`config.mk`:
```
export PLATFORM = sky130hd
export DESIGN_NAME = uart_time_cmd_parser
export DESIGN_NICKNAME = d
export VERILOG_FILES = /design/src/rtl/uart_time_cmd_parser_pkg.sv /design/src/rtl/uart_time_cmd_parser_ascii_digit_check.sv /design/src/rtl/uart_time_cmd_parser.sv
export SDC_FILE = /design/constraint.sdc
export NUM_CORES = 1
export LEC_CHECK = 0
export CAP_MARGIN = 30
export CORE_ASPECT_RATIO = 0.8
export CORE_UTILIZATION = 50
export CTS_CLUSTER_DIAMETER = 40
export DETAILED_ROUTE_END_ITERATION = 8
export HOLD_SLACK_MARGIN = 0.1
export PLACE_DENSITY_LB_ADDON = 0.12
export SLEW_MARGIN = 20
export SYNTH_ARGS = -nofsm -noshare
export SYNTH_HDL_FRONTEND = slang
export SYNTH_SLANG_ARGS = --single-unit
```
`constraint.sdc`:
```
create_clock -name iClk -period 5.06 [get_ports iClk]
set_input_delay 1.012 -clock iClk [delete_from_list [all_inputs] [get_ports iClk]]
set_output_delay 1.012 -clock iClk [all_outputs]
set_load 0.02 [all_outputs]
```
`src/rtl/uart_time_cmd_parser_pkg.sv`:
```
// uart_cmd_pkg: shared definitions for the UART time-set command parser.
// Holds the ASCII constants recognised or produced by the parser, the parser
// state encoding, the default idle-byte timeout and a small end-of-line helper.
package uart_cmd_pkg;

    localparam logic [7:0] ASCII_T     = 8'h54;
    localparam logic [7:0] ASCII_COLON = 8'h3A;
    localparam logic [7:0] ASCII_CR    = 8'h0D;
    localparam logic [7:0] ASCII_LF    = 8'h0A;
    localparam logic [7:0] ASCII_0     = 8'h30;
    localparam logic [7:0] ASCII_K     = 8'h4B;
    localparam logic [7:0] ASCII_E     = 8'h45;

    // One second at 100 MHz.
    localparam int TIMEOUT_CYCLES_DEFAULT = 100_000_000;

    typedef enum logic [3:0] {
        IDLE,
        H10,
        H1,
        C1,
        M10,
        M1,
        C2,
        S10,
        S1,
        TERM,
        FLUSH,
        ACK
    } state_e;

    function automatic logic is_eol(input logic [7:0] b);
        return (b == ASCII_CR) || (b == ASCII_LF);
    endfunction

endpackage

```
`src/rtl/uart_time_cmd_parser_ascii_digit_check.sv`:
```
// ascii_digit_check: combinational ASCII decimal digit classifier.
// Ports:
//   data_i     - candidate ASCII byte
//   max_i      - largest digit value accepted for the current field
//   is_digit_o - byte is '0'..'9'
//   in_range_o - byte is a digit and its value is <= max_i
//   value_o    - BCD value of the byte (meaningful only when is_digit_o)
module ascii_digit_check
    import uart_cmd_pkg::*;
(
    input  logic [7:0] data_i,
    input  logic [3:0] max_i,
    output logic       is_digit_o,
    output logic       in_range_o,
    output logic [3:0] value_o
);

    assign is_digit_o = (data_i >= ASCII_0) && (data_i <= (ASCII_0 + 8'd9));
    // '0'..'9' are 0x30..0x39, so the low nibble already is the digit value.
    assign value_o    = data_i[3:0];
    assign in_range_o = is_digit_o && (value_o <= max_i);

endmodule

```
`src/rtl/uart_time_cmd_parser.sv`:
```
// uart_time_cmd_parser: pops ASCII bytes from the UART RX FIFO, recognises the
// time-set frame "T HH:MM:SS <CR|LF>", range-checks every field and, on a valid
// frame, loads six BCD digits with a one-cycle strobe. Every frame (good, bad
// or timed out) is answered with a single 'K' or 'E' byte pushed to the TX FIFO.
// Ports:
//   iClk, iRst             - clock, asynchronous active-high reset
//   iRx_Empty, iRx_Data    - RX FIFO status and first-word-fall-through head
//   oRx_Pop                - consumes iRx_Data in the current cycle
//   iTx_Full               - TX FIFO full
//   oTx_Push, oTx_Data     - acknowledge byte push
//   oLoad                  - one-cycle strobe, new digits valid from this cycle
//   oHour_10..oSec_1       - BCD time of the last valid frame
//   oErr                   - set by a rejected frame, cleared by the next load
module uart_time_cmd_parser
    import uart_cmd_pkg::*;
#(
    parameter int TIMEOUT_CYCLES = TIMEOUT_CYCLES_DEFAULT
) (
    input  logic       iClk,
    input  logic       iRst,
    input  logic       iRx_Empty,
    input  logic [7:0] iRx_Data,
    output logic       oRx_Pop,
    input  logic       iTx_Full,
    output logic       oTx_Push,
    output logic [7:0] oTx_Data,
    output logic       oLoad,
    output logic [3:0] oHour_10,
    output logic [3:0] oHour_1,
    output logic [3:0] oMin_10,
    output logic [3:0] oMin_1,
    output logic [3:0] oSec_10,
    output logic [3:0] oSec_1,
    output logic       oErr
);

    localparam int               CNT_W    = (TIMEOUT_CYCLES > 2) ? $clog2(TIMEOUT_CYCLES) : 1;
    localparam logic [CNT_W-1:0] CNT_LAST = CNT_W'(TIMEOUT_CYCLES - 1);

    state_e           state_q;
    logic             pop_q;
    logic [CNT_W-1:0] cnt_q;
    // Shadow digits: filled while parsing, copied out only on a valid terminator.
    logic [3:0]       sh_h10_q, sh_h1_q, sh_m10_q, sh_m1_q, sh_s10_q, sh_s1_q;
    logic [3:0]       hour10_q, hour1_q, min10_q, min1_q, sec10_q, sec1_q;
    logic             load_q;
    logic             err_q;
    logic [7:0]       ack_q;

    logic             rx_pop_d;
    logic             eol_d;
    logic             is_digit_d;
    logic             in_range_d;
    logic             field_ok_d;
    logic [3:0]       digit_max_d;
    logic [3:0]       digit_val_d;
    state_e           parse_next_d;

    // Pops are suppressed in the cycle after a pop so the FIFO head has a cycle
    // to advance; ACK never pops so bytes behind the frame wait in the FIFO.
    assign rx_pop_d = (state_q != ACK) && !iRx_Empty && !pop_q;
    assign eol_d    = is_eol(iRx_Data);

    always_comb begin
        digit_max_d = 4'd9;
        case (state_q)
            H10:      digit_max_d = 4'd2;
            H1:       digit_max_d = (sh_h10_q == 4'd2) ? 4'd3 : 4'd9;
            M10, S10: digit_max_d = 4'd5;
            default:  digit_max_d = 4'd9;
        endcase
    end

    ascii_digit_check u_digit (
        .data_i     (iRx_Data),
        .max_i      (digit_max_d),
        .is_digit_o (is_digit_d),
        .in_range_o (in_range_d),
        .value_o    (digit_val_d)
    );

    always_comb begin
        field_ok_d   = 1'b0;
        parse_next_d = state_q;
        case (state_q)
            H10:     begin field_ok_d = is_digit_d && in_range_d;  parse_next_d = H1;   end
            H1:      begin field_ok_d = is_digit_d && in_range_d;  parse_next_d = C1;   end
            C1:      begin field_ok_d = (iRx_Data == ASCII_COLON); parse_next_d = M10;  end
            M10:     begin field_ok_d = is_digit_d && in_range_d;  parse_next_d = M1;   end
            M1:      begin field_ok_d = is_digit_d && in_range_d;  parse_next_d = C2;   end
            C2:      begin field_ok_d = (iRx_Data == ASCII_COLON); parse_next_d = S10;  end
            S10:     begin field_ok_d = is_digit_d && in_range_d;  parse_next_d = S1;   end
            S1:      begin field_ok_d = is_digit_d && in_range_d;  parse_next_d = TERM; end
            TERM:    begin field_ok_d = eol_d;                     parse_next_d = ACK;  end
            default: begin field_ok_d = 1'b0;                      parse_next_d = state_q; end
        endcase
    end

    always_ff @(posedge iClk or posedge iRst) begin
        if (iRst) begin
            state_q  <= IDLE;
            pop_q    <= 1'b0;
            cnt_q    <= '0;
            sh_h10_q <= '0;
            sh_h1_q  <= '0;
            sh_m10_q <= '0;
            sh_m1_q  <= '0;
            sh_s10_q <= '0;
            sh_s1_q  <= '0;
            hour10_q <= '0;
            hour1_q  <= '0;
            min10_q  <= '0;
            min1_q   <= '0;
            sec10_q  <= '0;
            sec1_q   <= '0;
            load_q   <= 1'b0;
            err_q    <= 1'b0;
            ack_q    <= '0;
        end else begin
            pop_q  <= rx_pop_d;
            load_q <= 1'b0;
            case (state_q)
                IDLE: begin
                    cnt_q <= '0;
                    if (rx_pop_d && (iRx_Data == ASCII_T)) begin
                        state_q <= H10;
                    end
                end
                ACK: begin
                    cnt_q <= '0;
                    if (!iTx_Full) begin
                        state_q <= IDLE;
                    end
                end
                default: begin
                    // H10..TERM and FLUSH: byte handling plus idle-byte timeout.
                    if (rx_pop_d) begin
                        cnt_q <= '0;
                        if (state_q == FLUSH) begin
                            if (eol_d) begin
                                state_q <= ACK;
                                err_q   <= 1'b1;
                                ack_q   <= ASCII_E;
                            end
                        end else if (field_ok_d) begin
                            state_q <= parse_next_d;
                            case (state_q)
                                H10: sh_h10_q <= digit_val_d;
                                H1:  sh_h1_q  <= digit_val_d;
                                M10: sh_m10_q <= digit_val_d;
                                M1:  sh_m1_q  <= digit_val_d;
                                S10: sh_s10_q <= digit_val_d;
                                S1:  sh_s1_q  <= digit_val_d;
                                TERM: begin
                                    hour10_q <= sh_h10_q;
                                    hour1_q  <= sh_h1_q;
                                    min10_q  <= sh_m10_q;
                                    min1_q   <= sh_m1_q;
                                    sec10_q  <= sh_s10_q;
                                    sec1_q   <= sh_s1_q;
                                    load_q   <= 1'b1;
                                    err_q    <= 1'b0;
                                    ack_q    <= ASCII_K;
                                end
                                default: ;
                            endcase
                        end else if (eol_d) begin
                            // A premature terminator already ends the frame.
                            state_q <= ACK;
                            err_q   <= 1'b1;
                            ack_q   <= ASCII_E;
                        end else begin
                            state_q <= FLUSH;
                        end
                    end else if (cnt_q == CNT_LAST) begin
                        state_q <= ACK;
                        err_q   <= 1'b1;
                        ack_q   <= ASCII_E;
                    end else begin
                        cnt_q <= cnt_q + 1'b1;
                    end
                end
            endcase
        end
    end

    assign oRx_Pop  = rx_pop_d;
    assign oTx_Push = (state_q == ACK) && !iTx_Full;
    assign oTx_Data = ack_q;
    assign oLoad    = load_q;
    assign oErr     = err_q;
    assign oHour_10 = hour10_q;
    assign oHour_1  = hour1_q;
    assign oMin_10  = min10_q;
    assign oMin_1   = min1_q;
    assign oSec_10  = sec10_q;
    assign oSec_1   = sec1_q;

endmodule

```
Word-level counts from Yosys, hierarchy flattened
Index checks and enable logic that the tools add are counted.

operators by class
  add/sub/neg operators = 1
  $lt $le $gt $ge = 3
  eq/ne operators = 24
  muxes and demuxes = 33
  bitwise operators = 2
  reductions and logical operators = 27

operator list
  cell                   count
  $mux 27                3
  $mux 8                 6
  $reduce_and 5->1       8
  $pmux 4 s9             1
  $mux 4                 8
  $add 27x1->27 const B  1
  $eq 27x27->1 const B   1
  $eq 4x3->1 const B     4
  $eq 4x4->1 const B     4
  $eq 8x4->1 const B     2
  $ne 14x2->1 const B    1
  $eq 4x2->1 const B     3
  $mux 1                 12
  $pmux 4 s3             1
  $eq 8x6->1 const B     1
  $eq 8x7->1 const B     1
  $ge 8x6->1 const B     1
  $le 8x6->1 const B     1
  $pmux 4 s2             1
  $logic_and 1x1->1      7
  $reduce_or 2->1        3
  $reduce_or 6->1        1
  $ne 5x3->1 const B     1
  $eq 4x1->1 const B     1
  13 further kinds       17

word-level totals
  register bits after elaboration = 90
  input port bits = 12
  output and inout port bits = 36
  logic and storage cells = 108

Longest topological paths before layout
  word-level depth = 11
  depth in mapped cells = 15

Cells and area by module
Synthesis repeated with hierarchy kept, for this count alone.

unflattened totals
  cells, all modules = 386
  area total of the unflattened synthesis = 4365.4 µm²

by module, submodules not included
  module                times used  cells each  area each (µm²)  seq. area each (µm²)
  uart_time_cmd_parser  1           365         4197.8           2252.2
  ascii_digit_check     1           21          167.7            0.0

Least setup slack after synthesis
OpenSTA, ideal clock, no wires.

  path kind = register -> output
  start = register, netlist name sh_h10_q[0]
  end = output port oTx_Push
  data arrival time = 2831 ps
  path slack = 1217 ps
  cell stages (with the launch flop) = 12
  buffers on the path = 1
  cells stage by stage = dfrtp_1 > or4b_2 > o21ai_0 > nand2_1 > ha_1 > nor2b_1 > o2111ai_1 > nand4_1 > o311a_1 > buf_6 > nand2_1 > and4b_1

RTL lines
  what       line                        RTL
  to (decl)  uart_time_cmd_parser.sv:25  output logic oTx_Push,

==> results.json <==
{
  "critPathKind": "reg -> out",
  "cts_root_buf": "clkbuf_8",
  "core_um2": 8480,
  "drc": 0,
  "synth_edf_count": 0,
  "syn-cell-area_um2": 4360,
  "synthCells": 433,
  "cts_made_buffers": 9,
  "cp_max_fo": 3,
  "drt_iter0_markers": 148,
  "postCtsHoldBufs": 0,
  "synthFlopType": "dfrtp_1",
  "syn_area_per_cell_um2": 10.1,
  "post_drt_wl_per_cell_um": 15.2,
  "antenna_found_initial": 0,
  "outcome": "finished clean",
  "max_freq_mhz": 206,
  "post_cts_buffers": 0,
  "peakVddDrop_uv": 347,
  "clk_pin_slew_ps": 90,
  "dieArea_um2": 9100,
  "end_kind": "primary output",
  "synth_top_area_frac": 0.516,
  "fp.dieH_um": 85.5,
  "grt_max_degree": 35,
  "drive_above_1_share": 0.129,
  "ios": 48,
  "drv_slew": 0,
  "antenna_cells": 0,
  "final.setup.tns_ps": 0,
  "overflow": 0,
  "firstDrtPassIters": 5,
  "cts_buffer_depth": 2,
  "fin_crit_ps": 4860,
  "max-slew-margin-rel": 0.575,
  "synthTopCellsByArea": "dfrtp_1 (52%), nand2_1 (7.8%), xor2_1 (3.6%), mux2_2 (3.4%), nor2_1 (3.3%)",
  "synth-async-reset-ratio": 1.00,
  "dr_total_vias": 3205,
  "cap_violations": 0,
  "yosysWarnings": 0,
  "min_path_type": "reg -> reg",
  "drtAntennaViolNets": 0,
  "crit_required_ps": 4050,
  "cts_tree": "yes",
  "largest_register": "cnt_q",
  "hold_viol_final": 0,
  "critPathTopFamily": "simple AND/OR/NAND/NOR gates",
  "critPathBufInv": 1,
  "start_kind": "flop",
  "num_rows": 30,
  "insertion_delay_ps": 370,
  "grt_pass1_vias": 3195,
  "finalClockSkew_ps": 16.3,
  "synth-seq-area-share": 0.516,
  "synth-seq-cells": 90,
  "wirelength_um": 9100,
  "rsz0062_at_grt": "false",
  "dp_hpwl_um": 6490,
  "synthDistinctLibCells": 62,
  "critPathSlowestCell": "or4b_2",
  "cpMostUsedCell": "nand2_1",
  "fin_crit_sh": 0.960,
  "p_per_area_nw_per_um2": 344,
  "die_w_um": 106,
  "routed_via_density": 5.35,
  "grtUsageTotal": 0.224,
  "design_area_um2": 5220,
  "slowest_delay_ps": 680,
  "cts_resized": 0,
  "setup_violations": 0,
  "areaGrowthSynthToFinish_pct": 19.7,
  "power_mw": 1.80,
  "clock_sinks": 90,
  "synth_area_leader_cell": "dfrtp_1",
  "h-tree-depth": 3,
  "tightest_slew_ps": 634,
  "syn_nets": 450,
  "place_area_um2": 4990,
  "crit_arrival_ps": 3840,
  "crit_chain": "or4b_2, o21ai_0, nand2_1, ha_1, nor2b_1, o2111ai_1, nand4_1, o311a_1, nand2_1, and4b_1, clkdlybuf4s50_1",
  "layout.nets": 499,
  "io_buffer_count": 47,
  "largest_register_ffs": 27,
  "routabilityCongestion": 0.864,
  "power_leakage_nw": 2.48,
  "initial_utilization": 0.514,
  "grt_pass1_wl_um": 15900
}
==> cell usage after synthesis (2+ instances only) <==
cell type	count
nand2_1	91
ha_1	5
o21ai_1	2
nor2b_1	5
nor2_8	3
nand2b_1	11
a31oi_1	2
dfrtp_1	90
or2_1	2
nor4_2	2
nor2_1	38
clkbuf_1	13
a21oi_1	12
o21ai_0	5
and2_1	3
inv_1	10
nor2_2	4
mux2_1	12
nand3_1	17
a21o_1	2
xnor2_1	10
mux2_2	13
nor4_1	2
nand4_1	9
xor2_1	18
nor3_1	6
buf_2	8
nand2b_4	2
and3b_1	2
or4_1	2
==> cells in the final DEF (no fill, tap or decap), types with 3 or more instances in the layout <==
master and instances:
nor2b_1 5, clkdlybuf4s50_1 47, nor3_1 6, nand3_1 17, nand2b_1 11, mux2_1 12, inv_1 9, buf_4 13
o21ai_0 5, mux2_2 13, clkbuf_8 9, nor2_8 3, nor2_2 4, dfrtp_1 90, nand2_1 91, xor2_1 18
nand4_1 9, ha_1 5, a21oi_1 12, and2_1 3, xnor2_1 10, nor2_1 38
==> path summary, 6_finish.rpt <==
| check | from | to | slack (ps) | cells after the start |
|---|---|---|---|---|
| max reg2reg | sh_h10_q[0] | sh_m1_q[2] | 1480 | 12 |
| min reg2reg | oSec_10[2] | oSec_10[2] | 470 | 2 |
| min | oSec_10[2] | oSec_10[2] | 470 | 2 |
| min in group asynchronous | iRst | cnt_q[14] | 960 | 2 |
| max | sh_h10_q[0] | oTx_Push | 200 | 11 |
| max in group asynchronous | iRst | sh_h10_q[2] | 3050 | 4 |
==> routing by layer <==
layer  vias up  part of all wire  GRT usage
li1       1553                 -          -
met1      1557              0.50      0.334
met2        81              0.44      0.335
met3        14             0.051     0.0433
met4         0             0.014     0.0648
met5         -                 0          0
==> layout make-up <==
class                   instances  area (um2)
fillers                       721        3260
flip-flops and latches         90        2250
multi-input cells             310        1970
repair buffers                 61         588
well taps                     112         140
clock buffers                  10         128
clock inverters                 6        98.8
inverters                      10        38.8
==> power breakdown <==
group | switching, mW | internal (mW)
clock | 0.275 | 0.286
combinational | 0.274 | 0.164
sequential | 0.0479 | 0.748
==> kinds of logic (layout without fill, tap and decap cells) <==
kind of cell	after synthesis	count (layout)	share of synthesized area
flops	90	90	0.516
simple gates	211	211	0.248
compound gates	40	40	0.0651
xor+xnor	28	28	0.0562
fa+ha+maj	5	5	0.0143
buf+inv	33	87	0.0333
mux	26	26	0.0668
==> per-stage QoR <==
step                hold WS [ps]  instances  utilization  worst slack, ps
floorplan                    439        433            -             1220
global route                 489        599        0.615             1.58
detailed placement           453        583        0.588              403
global placement             445        582        0.586              420
CTS                          475        599        0.615              185
finish                       471        599        0.615              204
==> worst reg2reg max path, delay by kind of cell, from the launching register on <==
family | cells | cell delay, ps
buffers and inverters | 1 | 180
adders and majority gates | 1 | 310
AOI/OAI and AO/OA | 3 | 730
DFF | 1 | 400
muxes | 1 | 350
and+or+nand+nor | 6 | 1500
No activity file was read; power rests on OpenSTA's default activity.
